## src/rtl/gray_ptr_counter_pkg.sv

```systemverilog
// gray_pkg: shared Gray-code helpers and direction encoding
// for pointer counters and their receiving clock domains.
package gray_pkg;

    typedef enum logic {
        DIR_DOWN = 1'b0,
        DIR_UP   = 1'b1
    } dir_e;

    // Widest counter supported; callers cast to their own width.
    localparam int MAX_LEN = 32;

    function automatic logic [MAX_LEN-1:0] bin2gray(
        input logic [MAX_LEN-1:0] b
    );
        return b ^ (b >> 1);
    endfunction

    // XOR prefix from the MSB down; zero-extended inputs are safe.
    function automatic logic [MAX_LEN-1:0] gray2bin(
        input logic [MAX_LEN-1:0] g
    );
        logic [MAX_LEN-1:0] b;
        b[MAX_LEN-1] = g[MAX_LEN-1];
        for (int i = MAX_LEN - 2; i >= 0; i--) begin
            b[i] = b[i+1] ^ g[i];
        end
        return b;
    endfunction

endpackage

```

## src/rtl/gray_ptr_counter_if.sv

```systemverilog
// gray_ptr_counter_if: control and count bundle for the
// Gray pointer counter; master drives controls, slave counts.
interface gray_ptr_counter_if #(
    parameter int ADDR_LEN = 4
);
    logic                en;
    logic                dir;
    logic                clr;
    logic                load;
    logic [ADDR_LEN-1:0] load_val;
    logic [ADDR_LEN-1:0] bin;
    logic [ADDR_LEN-1:0] gray;
    logic [ADDR_LEN-1:0] gray_next;
    logic                wrap;

    modport master (
        output en, dir, clr, load, load_val,
        input  bin, gray, gray_next, wrap
    );

    modport slave (
        input  en, dir, clr, load, load_val,
        output bin, gray, gray_next, wrap
    );
endinterface

```

## src/rtl/gray_ptr_counter.sv

```systemverilog
// gray_ptr_counter: up/down binary counter with a registered
// Gray image, wrap pulse and combinational next-Gray look-ahead.
module gray_ptr_counter
    import gray_pkg::*;
#(
    parameter int                  ADDR_LEN  = 4,
    parameter logic [ADDR_LEN-1:0] RESET_VAL = '0
) (
    input logic               clk,
    input logic               reset,
    gray_ptr_counter_if.slave bus
);

    localparam logic [ADDR_LEN-1:0] RST_GRAY =
        ADDR_LEN'(bin2gray(MAX_LEN'(RESET_VAL)));

    logic [ADDR_LEN-1:0] bin_q;
    logic [ADDR_LEN-1:0] gray_q;
    logic                wrap_q;

    logic [ADDR_LEN-1:0] step_bin;
    logic [ADDR_LEN-1:0] step_gray;
    logic [ADDR_LEN-1:0] load_gray;
    logic                step_wrap;
    dir_e                d;

    // Value one en-step away; feeds both the register and gray_next.
    always_comb begin
        d         = dir_e'(bus.dir);
        step_bin  = bin_q;
        step_wrap = 1'b0;
        if (d == DIR_UP) begin
            step_bin  = bin_q + ADDR_LEN'(1);
            step_wrap = (bin_q == '1);
        end else begin
            step_bin  = bin_q - ADDR_LEN'(1);
            step_wrap = (bin_q == '0);
        end
        step_gray = ADDR_LEN'(bin2gray(MAX_LEN'(step_bin)));
        load_gray = ADDR_LEN'(bin2gray(MAX_LEN'(bus.load_val)));
    end

    // Count register: clr > load > en > hold; wrap pulses one cycle.
    always_ff @(posedge clk or posedge reset) begin
        if (reset) begin
            bin_q  <= RESET_VAL;
            gray_q <= RST_GRAY;
            wrap_q <= 1'b0;
        end else if (bus.clr) begin
            bin_q  <= RESET_VAL;
            gray_q <= RST_GRAY;
            wrap_q <= 1'b0;
        end else if (bus.load) begin
            bin_q  <= bus.load_val;
            gray_q <= load_gray;
            wrap_q <= 1'b0;
        end else if (bus.en) begin
            bin_q  <= step_bin;
            gray_q <= step_gray;
            wrap_q <= step_wrap;
        end else begin
            wrap_q <= 1'b0;
        end
    end

    assign bus.bin       = bin_q;
    assign bus.gray      = gray_q;
    assign bus.wrap      = wrap_q;
    assign bus.gray_next = step_gray;

endmodule

```

## src/flat_wrapper.sv

```systemverilog
// flat-port wrapper written by rule: the top's interface ports become plain ports
module gray_ptr_counter_flat import gray_pkg::*;
#(
    parameter int                  ADDR_LEN  = 4,
    parameter logic [ADDR_LEN-1:0] RESET_VAL = '0
)
  (clk, reset, bus_en, bus_dir, bus_clr, bus_load, bus_load_val, bus_bin, bus_gray, bus_gray_next, bus_wrap);
  gray_ptr_counter_if #(.ADDR_LEN(ADDR_LEN)) bus_i ();
  input logic clk;
  input logic reset;
  input wire logic [$bits(bus_i.en)-1:0] bus_en;
  input wire logic [$bits(bus_i.dir)-1:0] bus_dir;
  input wire logic [$bits(bus_i.clr)-1:0] bus_clr;
  input wire logic [$bits(bus_i.load)-1:0] bus_load;
  input wire logic [$bits(bus_i.load_val)-1:0] bus_load_val;
  output wire logic [$bits(bus_i.bin)-1:0] bus_bin;
  output wire logic [$bits(bus_i.gray)-1:0] bus_gray;
  output wire logic [$bits(bus_i.gray_next)-1:0] bus_gray_next;
  output wire logic [$bits(bus_i.wrap)-1:0] bus_wrap;
  assign bus_i.en = bus_en;
  assign bus_i.dir = bus_dir;
  assign bus_i.clr = bus_clr;
  assign bus_i.load = bus_load;
  assign bus_i.load_val = bus_load_val;
  assign bus_bin = bus_i.bin;
  assign bus_gray = bus_i.gray;
  assign bus_gray_next = bus_i.gray_next;
  assign bus_wrap = bus_i.wrap;
  gray_ptr_counter #(.ADDR_LEN(ADDR_LEN), .RESET_VAL(RESET_VAL)) u_core (.clk(clk), .reset(reset), .bus(bus_i));
endmodule
```

## config.mk

```make
export PLATFORM = sky130hd
export DESIGN_NAME = gray_ptr_counter_flat
export DESIGN_NICKNAME = d
export VERILOG_FILES = /design/src/rtl/gray_ptr_counter_pkg.sv /design/src/rtl/gray_ptr_counter_if.sv /design/src/rtl/gray_ptr_counter.sv /design/src/flat_wrapper.sv
export SDC_FILE = /design/constraint.sdc
export NUM_CORES = 1
export LEC_CHECK = 0
export ABC_AREA = 1
export BUFFER_PORTS_ARGS = -buffer_cell sky130_fd_sc_hd__clkbuf_2
export CORE_UTILIZATION = 48
export CTS_CLUSTER_DIAMETER = 100
export DETAILED_ROUTE_END_ITERATION = 10
export PLACE_DENSITY = 0.77
export SYNTH_ARGS = -nofsm -noshare
export SYNTH_HDL_FRONTEND = slang
export SYNTH_SLANG_ARGS = --single-unit
export TNS_END_PERCENT = 20
```

## constraint.sdc

```tcl
create_clock -name clk -period 2.19 [get_ports clk]
set_input_delay 0.5475 -clock clk [delete_from_list [all_inputs] [get_ports clk]]
set_output_delay 0.5475 -clock clk [all_outputs]
set_load 0.01 [all_outputs]
```

==> results of run 1 <==
==> metal layers <==
layer	wire [µm]	share of wire, %
met5	0	0
met3	79	4.9
met4	50	3.1
met1	717	45
met2	750	47
==> synth_stat cells, types with 2 or more instances <==
library cell | instances | share of area (%)
a21oi_1 | 4 | 3.0
buf_4 | 2 | 2.3
dfrtp_1 | 8 | 30
ha_1 | 2 | 3.8
inv_1 | 9 | 5.1
inv_2 | 3 | 1.7
nand2_1 | 17 | 9.6
nand2_2 | 5 | 4.7
nand3_1 | 6 | 4.5
nor2_1 | 5 | 2.8
nor2_4 | 2 | 3.4
nor3_1 | 2 | 1.5
o21ai_0 | 5 | 3.8
o22ai_1 | 4 | 3.8
xnor2_2 | 2 | 4.9
xor2_1 | 3 | 3.9
==> timing repair <==
item,4_1_cts,5_1_grt
endpoints found under the hold margin,0,0
setup endpoints to repair,4,4
gates resized for setup,10,3
setup buffers,1,0
pin swaps,4,3
==> worst register-to-register path, delay by kind of cell, from the launching register on <==
family                     cells  cell delay [ps]
DFF                            1              370
and+or+nand+nor                4              270
adders and majority gates      1              400
buffers and inverters          3              240
xor gates and xnor gates       1              230
==> cell type report <==
type	count	area [µm²]
well taps	15	18.8
inverters	13	51.3
fillers	105	374
clock buffers	3	22.5
multi-input cells	63	447
flip-flops and latches	8	201
repair buffers	31	186
==> report_power, final <==
| part | leakage (nW) | internal (mW) | total (mW) | switching (mW) |
|---|---|---|---|---|
| logic | 0.365 | 0.177 | 0.360 | 0.183 |
| clock network | 0.0138 | 0.0631 | 0.119 | 0.0560 |
| registers | 0.102 | 0.166 | 0.180 | 0.0147 |
| total | 0.481 | 0.406 | 0.659 | 0.254 |
==> how the worst max path moves through the flow <==
| stage | to | depth (start not counted) | slack (ps) | start |
|---|---|---|---|---|
| floorplan | bus_gray_next[2] | 7 | 120 | u_core.bus.bin[0] |
| CTS | bus_gray_next[2] | 7 | -30 | bus_dir |
| finish | bus_gray_next[2] | 11 | -20 | bus_dir |
| global route | bus_gray_next[2] | 7 | -100 | u_core.bus.bin[1] |
| global placement | bus_gray_next[2] | 9 | -50 | bus_dir |
| detailed placement | bus_gray_next[2] | 9 | -110 | bus_dir |
==> through the flow <==
step	area (µm²)	setup slack [ps]	setup TNS, ps
2_1_floorplan	666	119	0
3_3_place_gp	828	-52.9	-73.0
3_5_place_dp	828	-106	-166
4_1_cts	926	-26.3	-44.0
5_1_grt	927	-96.5	-227
6_report	927	-18.8	-18.8
==> registers in the layout, summed over array words and instances (netlist names) <==
signal,cells
u_core.bus.bin,4
u_core.bus.gray,3
u_core.bus.wrap,1
==> cell families after synthesis <==
logic type / after synthesis / synth area share [%]
AO/OA/AOI/OAI: 15 / 13.0
XOR/XNOR: 6 / 10.2
adder cells (fa/ha/maj): 3 / 6.77
buffers and inverters: 16 / 11.7
flip-flops: 8 / 30.1
AND/OR/NAND/NOR: 39 / 28.4
==> flow_metrics.py, run 1 <==
metrics = {
    "status": {
        "status": "finished with violations",
        "violations": "design-rule violations, negative setup slack",
    },
    "layout": {
        "layout.cells.non_filler": 133,
        "final_util_pct": 71.3,
        "layout.nets": 133,
        "antennaDiodeCount": 0,
        "area_growth_pct": 39.3,
        "drive_above_1_share_pct": 49.2,
        "layout_commonest_cell": "clkbuf_2",
        "final_cell_mix": "clkbuf_2 (19), nand2_1 (16), buf_4 (9)",
    },
    "pwr": {
        "ir_drop_mv": 0.408,
        "power.total_uw": 659,
        "p_per_area_mw_per_mm2": 711,
        "p_leak_nw": 0.481,
    },
    "critical_path": {
        "cp-end-kind": "output port",
        "cpLargestDelayFamily": "buffers and inverters",
        "rr_worst_depth": 9,
        "cp_common_cell": "nand2_2",
        "path_class": "input port to output port",
        "arrival_ps": 1660,
        "worstSetupStartpointType": "input port",
        "cp.buffers_inverters": 4,
        "cp_max_fo": 3,
        "r2r_end": "u_core.bus.gray[2]",
        "r2r_slack_ps": 570,
        "crit_slowest_cell": "ha_4",
        "cp.required_ps": 1640,
        "max_stage_delay_ps": 260,
        "crit_chain": "clkbuf_8, inv_2, buf_4, ha_4, nand2_1, nand2_2, nand2_2, nand2_2, nand3_2, nand2_1, clkbuf_2",
        "timing.rr.start": "u_core.bus.bin[1]",
    },
    "sta": {
        "max_freq_mhz": 453,
        "setup_viol_count_final": 1,
        "worst_slew_pin_slew_ps": 334,
        "relSlewSlack_pct": 77.7,
        "fin_crit_sh_pct": 101,
        "hold-worst-slack_ps": 212,
        "worst_slack_ps": -18.8,
        "finalClockSkew_ps": 5.35,
        "grt_setup_unrepaired": "yes",
        "layout_min_cycle_time_ps": 2210,
        "slew_violations": 0,
        "hold_viol": 0,
    },
    "cts": {
        "cts-htree-levels": 1,
        "cts_buffer_depth": 2,
        "cts_tree": "built",
        "insertion_delay_ps": 260,
        "hold_buffers": 0,
        "cts-root-buf": "clkbuf_4",
        "cts.clk_slew.worst_paths_ps": 60,
        "cts.sinks": 8,
        "cts_buffers": 3,
    },
    "die": {
        "fp.dieH_um": 39.2,
        "core_region_area_mm2": 0.00130,
        "rows": 13,
        "start_util_pct": 51.2,
        "io_pins": 23,
        "die_w_um": 39.2,
        "dieArea_mm2": 0.00154,
    },
    "grt": {
        "grt_pass1_vias": 586,
        "use_met1_pct": 32.3,
        "met2_usage_pct": 39.6,
        "grt_max_degree": 10,
        "grt_use_total_pct": 25.3,
        "grt.overflow.total": 0,
        "busiest_layer": "met2",
        "antenna_found_initial": 0,
        "grt_pass1_wl_um": 2510,
        "met3_usage_pct": 5.20,
    },
    "detailed_routing": {
        "wire_per_inst_um": 12.0,
        "via_per_inst": 5.15,
        "drt-total-wl_um": 1600,
        "drtAntennaViolNets": 0,
        "vias": 685,
        "firstDrtPassIters": 8,
        "drt_iter0_drc": 40,
        "drc": 2,
    },
    "place": {
        "dp.cells": 129,
        "place_congestion": 0.757,
        "port_buffers": 22,
        "place_hpwl_um": 1270,
    },
    "synthesis": {
        "syn_area_um2": 666,
        "syn_nets": 100,
        "syn_avg_cell_area_um2": 7.65,
        "synth.distinct_cells": 24,
        "synth_flop_cell": "dfrtp_1",
        "synthCells": 87,
        "seq_area_frac_synth_pct": 30.1,
        "ys_async_sr_fraction_pct": 100,
        "ys_ff_latch": 8,
        "synth-edff-count": 0,
        "yosys_warnings": 0,
    },
    "worst_hold_path": {
        "hp-class": "input port to async pin",
    },
    "run": {
        "drv_cap": 0,
    },
}
No activity file was read; power rests on OpenSTA's default activity.
==> run 2, diff against run 1 <==
- GPL_TIMING_DRIVEN: not set -> 0
==> run 2 against run 1 <==
  * The run still ends with design-rule violations, negative setup slack left
  * Flip-flop and latch count stayed put
  * Via count is 14% higher
  * Count of clock-buffer cells in the layout stayed put
  * Worst hold slack worse by 17 ps
  * Sequential power hardly changed
  * Utilization is 2.3 points higher
  * First-iteration DRC count is 48% lower
  * Highest routed layer unchanged
  * Die area stayed put
==> flow_metrics.py, run 2 (synthesis gave the netlist of run 1 again) <==
metrics = {
    "status": {
        "status": "finished with violations",
        "violations": "design-rule violations, negative setup slack",
    },
    "grt": {
        "grt_pass1_wl_um": 2580,
        "grt_pass1_vias": 625,
        "grt_max_degree": 10,
        "grt.overflow.total": 0,
        "grt_use_total_pct": 26.3,
        "antenna_found_initial": 0,
    },
    "critical_path": {
        "worstSetupStartpointType": "flip-flop",
        "crit_chain": "inv_1, fa_2, xnor2_4, nand3_2, nand2_1, buf_2",
        "arrival_ps": 1740,
        "cp_max_fo": 4,
        "path_class": "flip-flop to output port",
        "cp.required_ps": 1640,
        "crit_slowest_cell": "fa_2",
        "cp-end-kind": "output port",
        "max_stage_delay_ps": 440,
    },
    "detailed_routing": {
        "drc": 2,
        "wire_per_inst_um": 14.1,
        "drtAntennaViolNets": 0,
        "firstDrtPassIters": 7,
        "routed.top_layer": "met4",
        "drt_iter0_drc": 21,
        "met3WireLength_um": 141,
        "via_per_inst": 5.64,
        "vias": 778,
        "met2_length_um": 1000,
        "wl_met1_um": 716,
        "drt-total-wl_um": 1950,
    },
    "layout": {
        "layout.cells.non_filler": 138,
        "drive_above_1_share_pct": 50.4,
        "area_growth_pct": 43.8,
        "layout_commonest_cell": "clkbuf_2",
        "antennaDiodeCount": 0,
        "largest_reg_flops": 4,
        "final_cell_mix": "clkbuf_2 (18), nand2_1 (17), buf_4 (13)",
        "num-fill-cells": 110,
        "regArea_um2": 200,
        "layout.nets": 138,
        "multi_input_area_um2": 437,
    },
    "place": {
        "dp.cells": 123,
        "port_buffers": 21,
        "place_congestion": 0.787,
        "place_hpwl_um": 1160,
    },
    "sta": {
        "tns_ps": -316,
        "finalClockSkew_ps": 3.85,
        "hold_viol": 0,
        "relSlewSlack_pct": 80.0,
        "fin_crit_sh_pct": 105,
        "grt_setup_unrepaired": "yes",
        "slew_violations": 0,
        "max_freq_mhz": 436,
        "setup_viol_count_final": 4,
        "layout_min_cycle_time_ps": 2290,
        "worst_slew_pin_slew_ps": 299,
        "worst_slack_ps": -102,
    },
    "cts": {
        "cts_buffer_depth": 2,
        "hold_buffers": 0,
        "cts.clk_slew.worst_paths_ps": 60,
        "cts-root-buf": "clkbuf_4",
        "cts-htree-levels": 1,
        "cts.sinks": 8,
        "cts_tree": "built",
        "cts_buffers": 3,
        "insertion_delay_ps": 270,
    },
    "die": {
        "dieArea_mm2": 0.00154,
        "fp.dieH_um": 39.2,
        "rows": 13,
        "start_util_pct": 51.2,
        "core_region_area_mm2": 0.00130,
        "die_w_um": 39.2,
        "io_pins": 23,
    },
    "pwr": {
        "p_seq_share_pct": 25.7,
        "clkPwrFrac_pct": 17.2,
        "p_per_area_mw_per_mm2": 731,
        "p_switching_uw": 272,
        "p_int_uw": 427,
        "sw_frac_of_total_pct": 38.9,
        "ir_drop_mv": 0.376,
        "combPwrFrac_pct": 57.1,
        "p_leak_nw": 0.508,
    },
    "run": {
        "drv_cap": 0,
    },
    "worst_hold_path": {
        "hp-class": "input port to async pin",
    },
}
run 2: final cells by class:
cell class              instances  share of cell area, %
flip-flops and latches          8                   20.9
repair buffers                 33                   20.4
multi-input cells              63                   45.6
inverters                      13                   5.62
well taps                      15                   1.96
clock buffers                   3                   2.35
plain buffers                   3                   3.14
run 2: worst paths after layout:
check	depth (start not counted)	to	slack [ps]	start
max in group asynchronous	2	u_core.bus.gray[1]	1770	reset
hold reg to reg	2	u_core.bus.gray[0]	480	u_core.bus.gray[0]
hold / removal	2	u_core.bus.bin[0]	190	reset
min in group clk	2	u_core.bus.gray[0]	480	u_core.bus.gray[0]
setup / recovery	6	bus_gray_next[2]	-100	u_core.bus.bin[1]
setup reg to reg	13	u_core.bus.gray[2]	-60	u_core.bus.bin[1]
run 2: what timing repair did:
action,CTS,global route
buffers inserted,10,2
gates resized for setup,10,5
pin swaps,7,6
setup endpoints to repair,4,5
endpoints found under the hold margin,0,0
run 2: critical path: cells and delay by family (launching register included):
family        cells  cell delay (ps)
fa+ha+maj         1              440
flops             1              370
xor+xnor          1              250
buf+inv           2              220
simple gates      2              200
run 2: power by group through the flow:
stage / combinational (mW) / clock, mW / sequential (mW)
2_1_floorplan: 0.183 / 0 / 0.189
3_3_place_gp: 0.269 / 0 / 0.181
3_5_place_dp: 0.275 / 0 / 0.182
4_1_cts: 0.377 / 0.118 / 0.179
5_1_grt: 0.430 / 0.119 / 0.181
6_report: 0.399 / 0.120 / 0.180
run 2: layer usage:
layer	GRT usage [%]	vias to the layer above
met5	0	-
met1	28.3	357
li1	-	349
met3	2.31	13
met4	18.1	0
met2	47.5	59
run 2: stage by stage:
stage          util [%]  hold WS, ps  area (µm²)  total power [mW]  worst slack [ps]
2_1_floorplan         -          363         666             0.372               119
3_3_place_gp       60.7          463         790             0.450              -125
3_5_place_dp       60.7          470         790             0.457              -158
4_1_cts            71.8          213         935             0.673             -98.9
5_1_grt            73.6          234         957             0.730              -132
6_report           73.6          194         957             0.699              -102
